File: config.mk
export PLATFORM = sky130hd
export DESIGN_NAME = spdif_bmc_tx_flat
export DESIGN_NICKNAME = d
export VERILOG_FILES = /design/src/rtl/spdif_bmc_tx_if.sv /design/src/rtl/spdif_bmc_tx.sv /design/src/flat_wrapper.sv
export SDC_FILE = /design/constraint.sdc
export NUM_CORES = 1
export LEC_CHECK = 0
export BUFFER_PORTS_ARGS = -buffer_cell sky130_fd_sc_hd__buf_2
export CAP_MARGIN = 20
export CELL_PAD_IN_SITES_DETAIL_PLACEMENT = 1
export CELL_PAD_IN_SITES_GLOBAL_PLACEMENT = 2
export CORE_MARGIN = 2
export CORE_UTILIZATION = 41
export CTS_BUF_LIST = sky130_fd_sc_hd__clkbuf_8
export CTS_CLUSTER_DIAMETER = 120
export DETAILED_ROUTE_END_ITERATION = 8
export GPL_ROUTABILITY_DRIVEN = 1
export GPL_TIMING_DRIVEN = 0
export PLACE_DENSITY = 0.78
export REMOVE_ABC_BUFFERS = 1
export SYNTH_ARGS = -nofsm -noshare
export SYNTH_HDL_FRONTEND = slang
export SYNTH_SLANG_ARGS = --single-unit
File: constraint.sdc
create_clock -name iClk -period 3 [get_ports iClk]
set_input_delay 0.3 -clock iClk [delete_from_list [all_inputs] [get_ports iClk]]
set_output_delay 0.3 -clock iClk [all_outputs]
set_load 0.005 [all_outputs]
File: src/rtl/spdif_bmc_tx_if.sv
// PCM sample-pair handshake between a sample source and the S/PDIF transmitter.
interface spdif_bmc_tx_if;
    logic [15:0] dataL;
    logic [15:0] dataR;
    logic        valid;
    logic        ready;

    modport master (output dataL, output dataR, output valid, input ready);
    modport slave  (input dataL, input dataR, input valid, output ready);
endinterface

File: src/rtl/spdif_bmc_tx.sv
// S/PDIF biphase-mark transmitter: frames 16-bit L/R pairs into IEC 60958
// subframes and serialises them, one UI every CLK_DIV clocks.
module spdif_bmc_tx #(
    parameter int unsigned CLK_DIV = 4,
    parameter logic [31:0] CS_WORD = 32'h0000_0000
) (
    input  logic          iClk,
    input  logic          iRst_n,
    spdif_bmc_tx_if.slave pcm,
    output logic          oSPDIF,
    output logic          oUnderrun,
    output logic          oBlockStart
);
    localparam int unsigned DIV_W      = (CLK_DIV > 1) ? $clog2(CLK_DIV) : 1;
    localparam int unsigned SAMPLE_W   = 16;
    localparam int unsigned UI_W       = 6;
    localparam int unsigned FRAME_W    = 8;
    localparam logic [FRAME_W-1:0] LAST_FRAME = FRAME_W'(191);
    localparam logic [7:0] PRE_B = 8'b1110_1000;
    localparam logic [7:0] PRE_M = 8'b1110_0010;
    localparam logic [7:0] PRE_W = 8'b1110_0100;

    logic [DIV_W-1:0]    div;
    logic [UI_W-1:0]     uiCnt;
    logic                chanR;
    logic [FRAME_W-1:0]  frame;
    logic [SAMPLE_W-1:0] holdL, holdR, actL, actR;
    logic                readyReg;
    logic                vFlag;
    logic                prePol;

    logic                uiStart;
    logic                frameLoad;
    logic [4:0]          slot;
    logic [SAMPLE_W-1:0] sample;
    logic                chBit;
    logic [7:0]          prePat;
    logic                prePolNow;
    logic                slotBit;
    logic                nextLevel;

    assign pcm.ready = readyReg;

    // Line level for the UI that starts this cycle.
    always_comb begin
        uiStart   = (div == '0);
        slot      = uiCnt[5:1];
        frameLoad = uiStart && (uiCnt == '0) && !chanR;
        sample    = chanR ? actR : actL;
        chBit     = (frame < FRAME_W'(32)) ? CS_WORD[frame[4:0]] : 1'b0;
        prePat    = chanR ? PRE_W : ((frame == '0) ? PRE_B : PRE_M);
        // Preamble polarity follows the level left on the line by the previous subframe.
        prePolNow = (uiCnt == '0) ? oSPDIF : prePol;
        slotBit   = 1'b0;
        if (slot >= 5'd12 && slot <= 5'd27) begin
            slotBit = sample[4'(slot - 5'd12)];
        end else if (slot == 5'd28) begin
            slotBit = vFlag;
        end else if (slot == 5'd30) begin
            slotBit = chBit;
        end else if (slot == 5'd31) begin
            slotBit = (^sample) ^ vFlag ^ chBit;
        end
        if (slot < 5'd4) begin
            nextLevel = prePat[~uiCnt[2:0]] ^ prePolNow;
        end else if (!uiCnt[0]) begin
            nextLevel = ~oSPDIF;
        end else begin
            nextLevel = oSPDIF ^ slotBit;
        end
    end

    // Divider, slot/frame sequencing, sample pipeline and line register.
    always_ff @(posedge iClk or negedge iRst_n) begin
        if (!iRst_n) begin
            div         <= '0;
            uiCnt       <= '0;
            chanR       <= 1'b0;
            frame       <= '0;
            holdL       <= '0;
            holdR       <= '0;
            actL        <= '0;
            actR        <= '0;
            readyReg    <= 1'b1;
            vFlag       <= 1'b0;
            prePol      <= 1'b0;
            oSPDIF      <= 1'b0;
            oUnderrun   <= 1'b0;
            oBlockStart <= 1'b0;
        end else begin
            oUnderrun   <= 1'b0;
            oBlockStart <= 1'b0;
            div <= (div == DIV_W'(CLK_DIV - 1)) ? '0 : div + DIV_W'(1);

            if (pcm.valid && readyReg) begin
                holdL    <= pcm.dataL;
                holdR    <= pcm.dataR;
                readyReg <= 1'b0;
            end

            if (uiStart) begin
                oSPDIF <= nextLevel;
                uiCnt  <= uiCnt + UI_W'(1);
                if (uiCnt == '0) begin
                    prePol <= oSPDIF;
                end
                if (uiCnt == '1) begin
                    chanR <= ~chanR;
                    if (chanR) begin
                        frame <= (frame == LAST_FRAME) ? '0 : frame + FRAME_W'(1);
                    end
                end
                // A pair accepted this same cycle is not yet visible here and waits a frame.
                if (frameLoad) begin
                    oBlockStart <= (frame == '0);
                    if (!readyReg) begin
                        actL     <= holdL;
                        actR     <= holdR;
                        vFlag    <= 1'b0;
                        readyReg <= 1'b1;
                    end else begin
                        actL      <= '0;
                        actR      <= '0;
                        vFlag     <= 1'b1;
                        oUnderrun <= 1'b1;
                    end
                end
            end
        end
    end
endmodule

File: src/flat_wrapper.sv
// flat-port wrapper written by rule: the top's interface ports become plain ports
module spdif_bmc_tx_flat 
#(
    parameter int unsigned CLK_DIV = 4,
    parameter logic [31:0] CS_WORD = 32'h0000_0000
)
  (iClk, iRst_n, oSPDIF, oUnderrun, oBlockStart, pcm_dataL, pcm_dataR, pcm_valid, pcm_ready);
  spdif_bmc_tx_if pcm_i ();
  input  logic iClk;
  input  logic iRst_n;
  output logic oSPDIF;
  output logic oUnderrun;
  output logic oBlockStart;
  input wire logic [$bits(pcm_i.dataL)-1:0] pcm_dataL;
  input wire logic [$bits(pcm_i.dataR)-1:0] pcm_dataR;
  input wire logic [$bits(pcm_i.valid)-1:0] pcm_valid;
  output wire logic [$bits(pcm_i.ready)-1:0] pcm_ready;
  assign pcm_i.dataL = pcm_dataL;
  assign pcm_i.dataR = pcm_dataR;
  assign pcm_i.valid = pcm_valid;
  assign pcm_ready = pcm_i.ready;
  spdif_bmc_tx #(.CLK_DIV(CLK_DIV), .CS_WORD(CS_WORD)) u_core (.iClk(iClk), .iRst_n(iRst_n), .pcm(pcm_i), .oSPDIF(oSPDIF), .oUnderrun(oUnderrun), .oBlockStart(oBlockStart));
endmodule
# Yosys cells after proc, flatten, opt, wreduce, memory -nomap -nowiden
# Memory sizes are Yosys's and may differ from the RTL's.
# Index checks and enable logic that the tools add are counted.
[word_totals]
ff_bits = 87
rom_bits = 32
inputBits = 35
output_inout_bits = 4
wordCells = 80
memories = 1
[op_classes]
addsub = 4
n_lt_le_gt_ge = 7
eq_ne = 6
muxes = 29
bitwise = 7
n_reduce_logical = 12
[memory_table]
columns = ["memory", "depth", "word_bits", "rd", "rd_ports_with_merged_regs", "write_ports", "line_no", "rtl"]
rows = [
  ["(no name shown)", 32, 1, 1, 0, 0, "spdif_bmc_tx.sv:50", "chBit = (frame < FRAME_W'(32)) ? CS_WORD[frame[4:0]] : 1'b0;"],
]
[ops]
columns = ["operator", "count"]
rows = [
  ["two-way mux 16 bit", 3],
  ["two-way mux 1 bit", 20],
  ["two-way mux 8 bit", 2],
  ["XOR reduction 16 bit", 1],
  ["equality test 5 bit (second input constant)", 3],
  ["adder 8 x 1 -> 8 bit (second input constant)", 1],
  ["equality test 8 bit (second input constant)", 1],
  ["logical NOT 8 bit", 1],
  ["less-than comparator 8 x 6 -> 1 bit (second input constant)", 1],
  ["adder 6 x 1 -> 6 bit (second input constant)", 1],
  ["equality test 6 bit (second input constant)", 1],
  ["logical NOT 6 bit", 1],
  ["less-than comparator 5 x 6 -> 1 bit (second input constant)", 1],
  ["greater-or-equal comparator 5 x 4 -> 1 bit (second input constant)", 1],
  ["less-or-equal comparator 5 bit (second input constant)", 1],
  ["less-than comparator 4 x 5 -> 1 bit (second input constant)", 1],
  ["less-than comparator 5 x 3 -> 1 bit (second input constant)", 1],
  ["binary-select mux 1 bit (select 4 bit)", 1],
  ["logical AND 1 bit", 4],
  ["less-than comparator 3 x 4 -> 1 bit (second input constant)", 1],
  ["two-way mux 4 bit", 1],
  ["AND reduction 2 bit", 2],
  ["subtractor 4 bit (second input constant)", 1],
  ["XOR 1 bit", 4],
  ["other kinds (9)", 10],
]

# Depth between registers and ports, before layout
# Gate-level depths: netlist of the first run.
[depth]
depth_word = 11
mapped_depth = 11
ltp_nobuf = 9

# Worst setup path after synthesis of the first run
# No wires, ideal clock.
[synth_timing]
path_type = "flip-flop to flip-flop"
start = "register u_core.uiCnt[3]"
end = "register u_core.oSPDIF"
setup_ps = 139
t_arrival_ps = 2267
t_required_ps = 2861
setup_slack_ps = 594
path_stages_with_launch = 11
path_buffers = 1
period_less_slack_ps = 2406
cell_sequence = "dfrtp_1 > clkbuf_1 > inv_1 > ha_1 > and3_1 > or3_1 > nor3_1 > and2_1 > or3b_2 > nand3_1 > a211oi_2"
[synth_between]
elab_chain_len = 8
elab_cells_between_ends = 20
classes_between = "add/sub: 1; order compare: 3; eq/ne: 3; mux: 9; bitwise: 2; reduce/logical: 2"
[synth_lines]
columns = ["item", "line_no", "rtl"]
rows = [
  ["start, declared", "spdif_bmc_tx.sv:24", "logic [UI_W-1:0] uiCnt;"],
  ["start signal, assigned", "spdif_bmc_tx.sv:103", "uiCnt <= uiCnt + UI_W'(1);"],
  ["branches (longest 7 deep; another with subtractor 4 bit)", "--", ""],
  ["two-way mux 1 bit *", "spdif_bmc_tx.sv:64", "if (slot < 5'd4) begin"],
  ["end signal, assigned", "spdif_bmc_tx.sv:102", "oSPDIF <= nextLevel;"],
  ["end, declared", "spdif_bmc_tx.sv:10", "output logic oSPDIF,"],
]
# Every way passes the cells marked *. The select of a mux whose other input is x is not followed.
# A chain may end at the register's enable or synchronous reset.

# Worst setup path in the final report of the first run
[layout_timing]
start = "register u_core.chanR"
end = "register u_core.oSPDIF"
[layout_between]
elab_chain_len = 11
elab_cells_between_ends = 17
classes_between = "mux: 12; bitwise: 4; reduce/logical: 1"
[layout_lines]
columns = ["item", "line_no", "rtl"]
rows = [
  ["start, declared", "spdif_bmc_tx.sv:25", "logic chanR;"],
  ["start signal, assigned", "spdif_bmc_tx.sv:108", "chanR <= ~chanR;"],
  ["two-way mux 16 bit", "spdif_bmc_tx.sv:49", "sample = chanR ? actR : actL;"],
  ["XOR reduction 16 bit", "spdif_bmc_tx.sv:62", "slotBit = (^sample) ^ vFlag ^ chBit;"],
  ["XOR 1 bit (2 in a row)", "spdif_bmc_tx.sv:62", ""],
  ["two-way mux 1 bit", "spdif_bmc_tx.sv:61", "end else if (slot == 5'd31) begin"],
  ["two-way mux 1 bit", "spdif_bmc_tx.sv:59", "end else if (slot == 5'd30) begin"],
  ["two-way mux 1 bit", "spdif_bmc_tx.sv:57", "end else if (slot == 5'd28) begin"],
  ["two-way mux 1 bit", "spdif_bmc_tx.sv:55", "if (slot >= 5'd12 && slot <= 5'd27) begin"],
  ["XOR 1 bit", "spdif_bmc_tx.sv:69", "nextLevel = oSPDIF ^ slotBit;"],
  ["two-way mux 1 bit", "spdif_bmc_tx.sv:66", "end else if (!uiCnt[0]) begin"],
  ["two-way mux 1 bit *", "spdif_bmc_tx.sv:64", ""],
]
# Every way passes the cells marked *; elsewhere a longest branch is shown, timed or not. The select of a mux whose other input is x is not followed.

==> results of run 1 <==
==> per-stage QoR <==
| step | total power [mW] | setup slack [ps] | utilization [%] | TNS [ps] |
|---|---|---|---|---|
| after global placement | 1.789 | -2564 | 44.70 | -85030 |
| after floorplan | 1.706 | -745.3 | - | -21260 |
| after CTS | 2.723 | 148.7 | 47.83 | 0 |
| final | 2.676 | 456.2 | 47.84 | 0 |
| after detailed placement | 1.832 | 173.0 | 45.68 | 0 |
| after global routing | 2.828 | 267.4 | 47.84 | 0 |
==> flip-flops by register name (all words and copies together) (netlist names), 2 cells and up <==
name          flops
u_core.actL      16
u_core.actR      16
u_core.div        2
u_core.frame      8
u_core.holdL     16
u_core.holdR     16
u_core.uiCnt      6
==> power by group through the flow <==
stage               Sequential [mW]  Clock, mW  Combinational, mW
floorplan                      1.49          0              0.212
CTS                            1.51      0.914              0.294
finish                         1.51      0.878              0.284
global placement               1.52          0              0.265
global route                   1.55      0.957              0.323
detailed placement             1.54          0              0.293
==> per-layer routing <==
metal | share of wire [%] | wire length [um] | GRT usage [%] | vias to the layer above
li1 | - | - | - | 1416
met1 | 44 | 3945 | 21.00 | 1439
met2 | 51 | 4518 | 30.28 | 33
met3 | 3.0 | 270 | 4.903 | 9
met4 | 1.7 | 148 | 6.319 | 0
met5 | 0 | 0 | 0 | -
==> cells by family after synthesis <==
family	count (synthesis)	share of synthesized area (%)
multiplexers	55	16.22
flip-flops	87	49.62
buffers and inverters	33	3.477
adder cells (fa/ha/maj)	8	2.280
AND/OR/NAND/NOR	153	17.50
XOR/XNOR	35	7.295
AO/OA/AOI/OAI	22	3.619
==> cell type report <==
class | count | area, um2
clock inverters | 6 | 75.07
fillers | 1168 | 5409
inverters | 10 | 37.54
multi-input cells | 273 | 2066
well taps | 136 | 170.2
flip-flops and latches | 87 | 2180
clock buffers | 10 | 137.6
repair buffers | 45 | 295.3
==> placed cells by master (no fill, tap or decap), types with 2 or more instances in the layout <==
| cell type | instances |
|---|---|
| nand4_1 | 5 |
| nand3_1 | 4 |
| ha_1 | 8 |
| inv_6 | 2 |
| mux4_2 | 3 |
| buf_2 | 37 |
| buf_4 | 4 |
| and3_1 | 2 |
| xnor2_1 | 16 |
| or3_1 | 2 |
| and2_1 | 4 |
| xor2_1 | 18 |
| clkbuf_8 | 10 |
| inv_1 | 10 |
| nand3b_1 | 32 |
| a21oi_1 | 3 |
| nor2_1 | 15 |
| mux2i_1 | 13 |
| nand2b_1 | 2 |
| buf_16 | 2 |
| mux4_1 | 5 |
| dfrtp_1 | 85 |
| mux2_2 | 34 |
| nor3_1 | 5 |
| nand2_1 | 75 |
| o21ai_0 | 5 |
| a21o_1 | 3 |
==> how the worst max path moves through the flow <==
stage | startpoint | endpoint | slack, ps | cells after the start
2_1_floorplan | u_core.uiCnt[1] | u_core.vFlag | -750 | 6
3_3_place_gp | u_core.uiCnt[1] | u_core.vFlag | -2560 | 6
3_5_place_dp | u_core.chanR | u_core.oSPDIF | 170 | 7
4_1_cts | u_core.chanR | u_core.oSPDIF | 150 | 7
5_1_grt | u_core.uiCnt[1] | u_core.actR[6] | 270 | 8
6_report | u_core.chanR | u_core.oSPDIF | 460 | 7
==> worst max-delay path: cells and delay by family (launching register included) <==
family             cells  cell delay (ps)
AOI/OAI and AO/OA      5              950
muxes                  1              640
and+or+nand+nor        1              110
DFF                    1              750
==> what timing repair did <==
action	in CTS	in global routing
gates resized for setup	0	1
hold buffers	1	0
endpoints found under the setup margin	0	1
endpoints found under the hold margin	40	0
==> impl_metrics.env, run 1 <==
export IMPL_grt_ovfl_total=0
export IMPL_ys_flop_type="dfrtp_1"
export IMPL_async_reset_ff_share_pct=100.0
export IMPL_ir_worst_vdd_mv=0.3337
export IMPL_crit_fanout=23
export IMPL_hold_path_end="u_core.holdR[10]"
export IMPL_synth_seq_cells=87
export IMPL_gr_usage_all_layers_pct=17.59
export IMPL_arrival_ps=2850
export IMPL_routed_via_density=5.109
export IMPL_critPathMaxStageDelay_ps=750
export IMPL_cts_clk_slew_worst_paths_ps=90
export IMPL_tightest_slew_ps=778.4
export IMPL_p_comb_share_pct=10.6
export IMPL_max_slew_margin_pct=48.11
export IMPL_end_kind="flip-flop"
export IMPL_hold_viol=0
export IMPL_max_cap_violations=0
export IMPL_min_path_type="in2reg"
export IMPL_die_h_um=107.5
export IMPL_final_nets=469
export IMPL_post_cts_buffers=0
export IMPL_fin_crit_sh_pct=84.79
export IMPL_antenna_found_initial=0
export IMPL_dp_cells=550
export IMPL_grt_pass1_wl_um=15690
export IMPL_drt_total_wl_um=8883
export IMPL_grt_max_degree=48
export IMPL_ys_types=46
export IMPL_cts_tree="yes"
export IMPL_yosysWarnings=0
export IMPL_syn2layout_area_growth_pct=13.00
export IMPL_yosys_area_top_type="dfrtp_1"
export IMPL_cts_path_max_buffers=2
export IMPL_synthCells=393
export IMPL_fp_dieArea_mm2=0.01155
export IMPL_gp_congestion=0.7689
export IMPL_clkSinkCount=87
export IMPL_synth_edf_count=0
export IMPL_syn_area_mm2=0.004390
export IMPL_p_seq_share_pct=56.6
export IMPL_rsz0062_at_grt="no"
export IMPL_crit_type="reg2reg"
export IMPL_dpl_cell_area_mm2=0.004737
export IMPL_dieWidth_um=107.5
export IMPL_setup_viol=0
export IMPL_p_sw_share_pct=24.90
export IMPL_clock_power_share_pct=32.8
export IMPL_slowest_stage="dfrtp_2"
export IMPL_yosys_area_top_type_share_pct=49.02
export IMPL_cp_cell_sequence="mux4_1, o22ai_1, a2111oi_0, a211o_1, a32oi_1, nand3_1, a211oi_2"
export IMPL_core_mm2=0.01037
export IMPL_design_area_mm2=0.004961
export IMPL_cts_buffers=9
export IMPL_reg2reg_depth=7
export IMPL_reg2reg_from="u_core.chanR"
export IMPL_synth_top_cells_by_area="dfrtp_1 (49%), mux2_2 (8.7%), nand2_1 (6.4%)"
export IMPL_drt_iter0_drc=85
export IMPL_final_cells=567
export IMPL_holdWs_ps=141.2
export IMPL_p_int_mw=2.010
export IMPL_grt_pass1_vias=3193
export IMPL_cp_start_kind="flip-flop"
export IMPL_worst_ep_required_time_ps=3300
export IMPL_r2r_slack_ps=460
export IMPL_synth_most_common_cell="dfrtp_1"
export IMPL_skew_ps=10.74
export IMPL_dp_hpwl_um=6476
export IMPL_fmax_mhz=393.1
export IMPL_io_pins=39
export IMPL_via_count=2897
export IMPL_avgSynthCellArea_um2=11.17
export IMPL_num_rows=37
export IMPL_drive_above_1_share_pct=23.67
export IMPL_outcome="finished clean"
export IMPL_drtPass1Iterations=4
export IMPL_cts_root_buffer="clkbuf_8"
export IMPL_powerDensity_mw_per_mm2=539.4
export IMPL_regToRegEndpoint="u_core.oSPDIF"
export IMPL_slew_violations=0
export IMPL_port_buffers=38
export IMPL_hp_start="pcm_dataR[10]"
export IMPL_drt_wirelength_per_cell_um=15.67
export IMPL_synth_commonest_cells="dfrtp_1 (86), nand2_1 (75), mux2_2 (34)"
export IMPL_insertion_delay_ps=380
export IMPL_start_util_pct=42.34
export IMPL_p_leak_nw=2.449
export IMPL_diodes=0
export IMPL_min_period_ps=2544
export IMPL_drc=0
export IMPL_htreeDepth=3
export IMPL_ant_nets=0
export IMPL_power_switching_mw=0.6663
export IMPL_holdPathStages=2
export IMPL_seq_area_frac_synth_pct=49.62
No activity file was read; power rests on OpenSTA's default activity.
==> run 2: changes to the inputs <==
CORE_UTILIZATION = 37   (was 41)
PLACE_DENSITY = 0.74   (was 0.78)
clock period = 2 ns   (was 3 ns; I/O delays follow)
==> impl_metrics.env, run 2 (same netlist as run 1, synthesis figures left out) <==
export IMPL_gp_congestion=0.7871
export IMPL_dp_hpwl_um=6426
export IMPL_hp_start="pcm_dataL[15]"
export IMPL_final_nets=498
export IMPL_cts_tree="yes"
export IMPL_p_leak_nw=2.621
export IMPL_drt_iter0_drc=91
export IMPL_min_path_type="in2reg"
export IMPL_die_h_um=112.9
export IMPL_cts_path_max_buffers=2
export IMPL_r2r_slack_ps=-250
export IMPL_holdWs_ps=54.10
export IMPL_fin_ws_ps=-247.7
export IMPL_drtPass1Iterations=4
export IMPL_ant_nets=0
export IMPL_syn2layout_area_growth_pct=22.40
export IMPL_grt_max_degree=45
export IMPL_tightest_slew_ps=587.1
export IMPL_hold_viol=0
export IMPL_rsz0062_at_grt="yes"
export IMPL_port_buffers=38
export IMPL_fmax_mhz=444.9
export IMPL_powerDensity_mw_per_mm2=730.8
export IMPL_start_util_pct=38.12
export IMPL_num_rows=39
export IMPL_ir_worst_vdd_mv=0.5315
export IMPL_crit_type="reg2reg"
export IMPL_gr_usage_all_layers_pct=16.07
export IMPL_insertion_delay_ps=370
export IMPL_drt_wirelength_per_cell_um=15.64
export IMPL_drc=0
export IMPL_worst_ep_required_time_ps=2290
export IMPL_regToRegEndpoint="u_core.oSPDIF"
export IMPL_reg2reg_depth=8
export IMPL_holdPathStages=2
export IMPL_layout_cells_most_common_list="dfrtp_1 (80), nand2_1 (73), buf_2 (37)"
export IMPL_core_mm2=0.01152
export IMPL_outcome="finished, violations left"
export IMPL_clkSinkCount=87
export IMPL_routed_via_density=5.040
export IMPL_skew_ps=10.28
export IMPL_antenna_found_initial=0
export IMPL_max_slew_margin_pct=60.86
export IMPL_fp_dieArea_mm2=0.01275
export IMPL_dieWidth_um=112.9
export IMPL_io_pins=39
export IMPL_grt_ovfl_total=0
export IMPL_cts_buffers=9
export IMPL_setup_viol=1
export IMPL_reg2reg_from="u_core.chanR"
export IMPL_cp_start_kind="flip-flop"
export IMPL_hold_path_end="u_core.holdL[15]"
export IMPL_violations="negative setup slack"
export IMPL_final_common_cell="dfrtp_1"
export IMPL_min_period_ps=2248
export IMPL_via_count=3039
export IMPL_crit_fanout=5
export IMPL_max_cap_violations=0
export IMPL_grt_pass1_vias=3230
export IMPL_slew_violations=0
export IMPL_htreeDepth=3
export IMPL_drive_above_1_share_pct=35.00
export IMPL_diodes=0
export IMPL_grt_pass1_wl_um=16240
export IMPL_fin_crit_sh_pct=112.4
export IMPL_cts_root_buffer="clkbuf_8"
export IMPL_cts_clk_slew_worst_paths_ps=90
export IMPL_drt_total_wl_um=9431
export IMPL_end_kind="flip-flop"
export IMPL_finalSetupTns_ps=-247.7
export IMPL_arrival_ps=2540
## run 2: changes by cell type in the layout (fill, tap and decap cells not counted), sizes merged
cell / delta
inv: -1
buf: +29
clkinv: +2
clkbuf: -1
## run 2: worst max path at each step
stage | startpoint | to | cells after the start
3_5_place_dp | u_core.chanR | u_core.oSPDIF | 7
3_3_place_gp | u_core.uiCnt[1] | u_core.vFlag | 6
4_1_cts | u_core.chanR | u_core.oSPDIF | 8
6_report | u_core.chanR | u_core.oSPDIF | 8
5_1_grt | u_core.chanR | u_core.oSPDIF | 8
2_1_floorplan | u_core.uiCnt[1] | u_core.vFlag | 6
## run 2: cell type report
type | instances | area [um2]
Fill cell | 1242 | 6142
Inverter | 10 | 40.04
Sequential cell | 87 | 2195
Multi-Input combinational cell | 273 | 2187
Clock buffer | 9 | 123.9
Timing Repair Buffer | 74 | 576.8
Tap cell | 143 | 178.9
Clock inverter | 7 | 72.57
## run 2: timing repair
item	in CTS	in global routing
endpoints found under the setup margin	66	48
gates resized for setup	30	24
pin swaps	5	12
setup buffers	15	14
hold buffers	1	0
endpoints found under the hold margin	43	0
## run 2: per-stage QoR
stage / worst slack [ps] / power [mW] / util [%] / std cells / area (um2)
final: -247.7 / 3.927 / 46.66 / 603 / 5374
after floorplan: -1745 / 2.558 / - / 370 / 4275
after global placement: -3563 / 2.687 / 40.33 / 551 / 4644
after global routing: -319.4 / 4.161 / 46.66 / 603 / 5374
after CTS: -271.9 / 3.995 / 44.90 / 589 / 5171
after detailed placement: -868.8 / 2.754 / 41.32 / 557 / 4758
## run 2: power by group
group,leakage (nW),switching (mW),internal [mW],total (mW)
Sequential,1.11,0.182,2.09,2.27
Clock,0.101,0.649,0.579,1.23
Combinational,1.41,0.133,0.294,0.427
## run 2: critical path: stages (launching register included)
cell      delay [ps]
dfrtp_4          540
buf_8            150
buf_4            130
mux2i_1          120
xnor2_1          320
xnor2_2          130
or4_1            410
o211a_1          230
a211oi_2         140
## run 2: routing by layer
| layer | track usage, % | share of wire, % | vias to the layer above |
|---|---|---|---|
| met2 | 26.87 | 50 | 34 |
| met5 | 0 | 0 | - |
| met1 | 20.70 | 46 | 1526 |
| met3 | 3.856 | 2.7 | 8 |
| li1 | - | - | 1471 |
| met4 | 5.203 | 1.3 | 0 |
==> run 3: changes to the inputs <==
CORE_UTILIZATION = 41   (was 37)
PLACE_DENSITY = 0.78   (was 0.74)
clock period = 2.3 ns   (was 2 ns; I/O delays follow)
==> impl_metrics.env, run 3 (same netlist as run 1, synthesis figures left out) <==
export IMPL_holdWs_ps=71.17
export IMPL_crit_type="reg2reg"
export IMPL_drt_wirelength_per_cell_um=16.44
export IMPL_skew_ps=10.79
export IMPL_worst_ep_required_time_ps=2570
export IMPL_grt_pass1_wl_um=15860
export IMPL_num_rows=37
export IMPL_grt_ovfl_total=0
export IMPL_met1_usage_pct=21.47
export IMPL_via_count=2991
export IMPL_reg2reg_depth=9
export IMPL_cts_buffers=9
export IMPL_end_kind="flip-flop"
export IMPL_crit_fanout=6
export IMPL_rsz0062_at_grt="yes"
export IMPL_fmax_mhz=444.4
export IMPL_fin_util_pct=49.76
export IMPL_cts_clk_slew_worst_paths_ps=90
export IMPL_tightest_slew_ps=572.9
export IMPL_min_period_ps=2250
export IMPL_drc=0
export IMPL_max_cap_violations=0
export IMPL_drt_total_wl_um=9536
export IMPL_diodes=0
export IMPL_clkSinkCount=87
export IMPL_drt_iter0_drc=99
export IMPL_final_nets=482
export IMPL_cts_tree="yes"
export IMPL_insertion_delay_ps=380
export IMPL_dieWidth_um=107.5
export IMPL_start_util_pct=42.34
export IMPL_finalSetupTns_ps=0
export IMPL_hold_viol=0
export IMPL_holdPathStages=2
export IMPL_core_mm2=0.01037
export IMPL_use_met2_pct=30.46
export IMPL_final_cells=580
export IMPL_final_common_cell="dfrtp_1"
export IMPL_fp_dieArea_mm2=0.01155
export IMPL_port_buffers=38
export IMPL_grt_pass1_vias=3204
export IMPL_cp_start_kind="flip-flop"
export IMPL_min_path_type="in2reg"
export IMPL_dp_cells=550
export IMPL_p_leak_nw=2.506
export IMPL_drtPass1Iterations=4
export IMPL_design_area_mm2=0.005160
export IMPL_cts_root_buffer="clkbuf_8"
export IMPL_layout_cells_most_common_list="dfrtp_1 (80), nand2_1 (75), buf_2 (37)"
export IMPL_fin_crit_sh_pct=97.84
export IMPL_drive_above_1_share_pct=30.41
export IMPL_ant_nets=0
export IMPL_powerDensity_mw_per_mm2=676.8
export IMPL_arrival_ps=2520
export IMPL_gr_usage_all_layers_pct=17.80
export IMPL_grt_use_met3_pct=4.903
export IMPL_top_usage_layer="met2"
export IMPL_max_slew_margin_pct=61.80
export IMPL_syn2layout_area_growth_pct=17.53
export IMPL_slew_violations=0
export IMPL_setup_viol=0
export IMPL_routed_via_density=5.157
export IMPL_dpl_cell_area_mm2=0.004737
export IMPL_dp_hpwl_um=6476
export IMPL_ir_worst_vdd_mv=0.4339
export IMPL_nFillCells=1161
export IMPL_antenna_found_initial=0
export IMPL_die_h_um=107.5
export IMPL_grt_max_degree=48
export IMPL_cts_path_max_buffers=2
export IMPL_io_pins=39
export IMPL_gp_congestion=0.7689
export IMPL_htreeDepth=3
export IMPL_outcome="finished clean"
==> run 3: through the flow <==
stage	total power, mW	setup slack [ps]
finish	3.492	49.71
global route	3.691	-4.700
CTS	3.551	-94.89
detailed placement	2.389	-527.0
global placement	2.334	-3264
floorplan	2.225	-1445
==> run 3: worst max-delay path, stage by stage, from the launching register on <==
cell and delay (ps):
dfrtp_2 440, inv_2 70, ha_4 150, and3_4 170
or3_4 350, nor3_4 190, and2_1 150, or3b_2 440
nand3_1 110, a211oi_2 60
==> run 3: power breakdown <==
| group | switching (mW) | internal (mW) | total (mW) |
|---|---|---|---|
| Sequential | 0.159 | 1.82 | 1.98 |
| Combinational | 0.115 | 0.256 | 0.371 |
| Clock | 0.597 | 0.548 | 1.15 |
==> run 3: worst paths after layout <==
path	start	endpoint	slack [ps]
setup / recovery	u_core.uiCnt[3]	u_core.oSPDIF	50
hold / removal	pcm_dataR[15]	u_core.holdR[15]	70
setup reg to reg	u_core.uiCnt[3]	u_core.oSPDIF	50
hold reg to reg	u_core.div[0]	u_core.div[0]	460
max in group asynchronous	iRst_n	u_core.pcm.ready	1260
min in group asynchronous	iRst_n	u_core.div[0]	370
==> run 3: layout make-up <==
| cell class | instances | area [um2] | share of cell area (%) |
|---|---|---|---|
| tap | 136 | 170.2 | 3.298 |
| timing repair buffer | 58 | 437.9 | 8.487 |
| multi-input combinational | 273 | 2111 | 40.91 |
| sequential | 87 | 2191 | 42.46 |
| clock inverter | 6 | 75.07 | 1.455 |
| inverter | 10 | 37.54 | 0.7274 |
| clock buffer | 10 | 137.6 | 2.667 |
==> run 3: layer usage <==
| metal | share of wire (%) | routed length (um) |
|---|---|---|
| met5 | 0 | 0 |
| met4 | 1.6 | 148 |
| met1 | 45 | 4260 |
| met2 | 51 | 4891 |
| met3 | 2.5 | 236 |
==> run 3: timing repair <==
action                                  in CTS  in global routing
hold buffers                                 1                  0
gates cloned                                 0                  0
resized for setup                           10                 17
endpoints found under the hold margin       40                  0
setup buffers                                1                 12
pin swaps                                    0                  8
endpoints found under the setup margin      41                  7
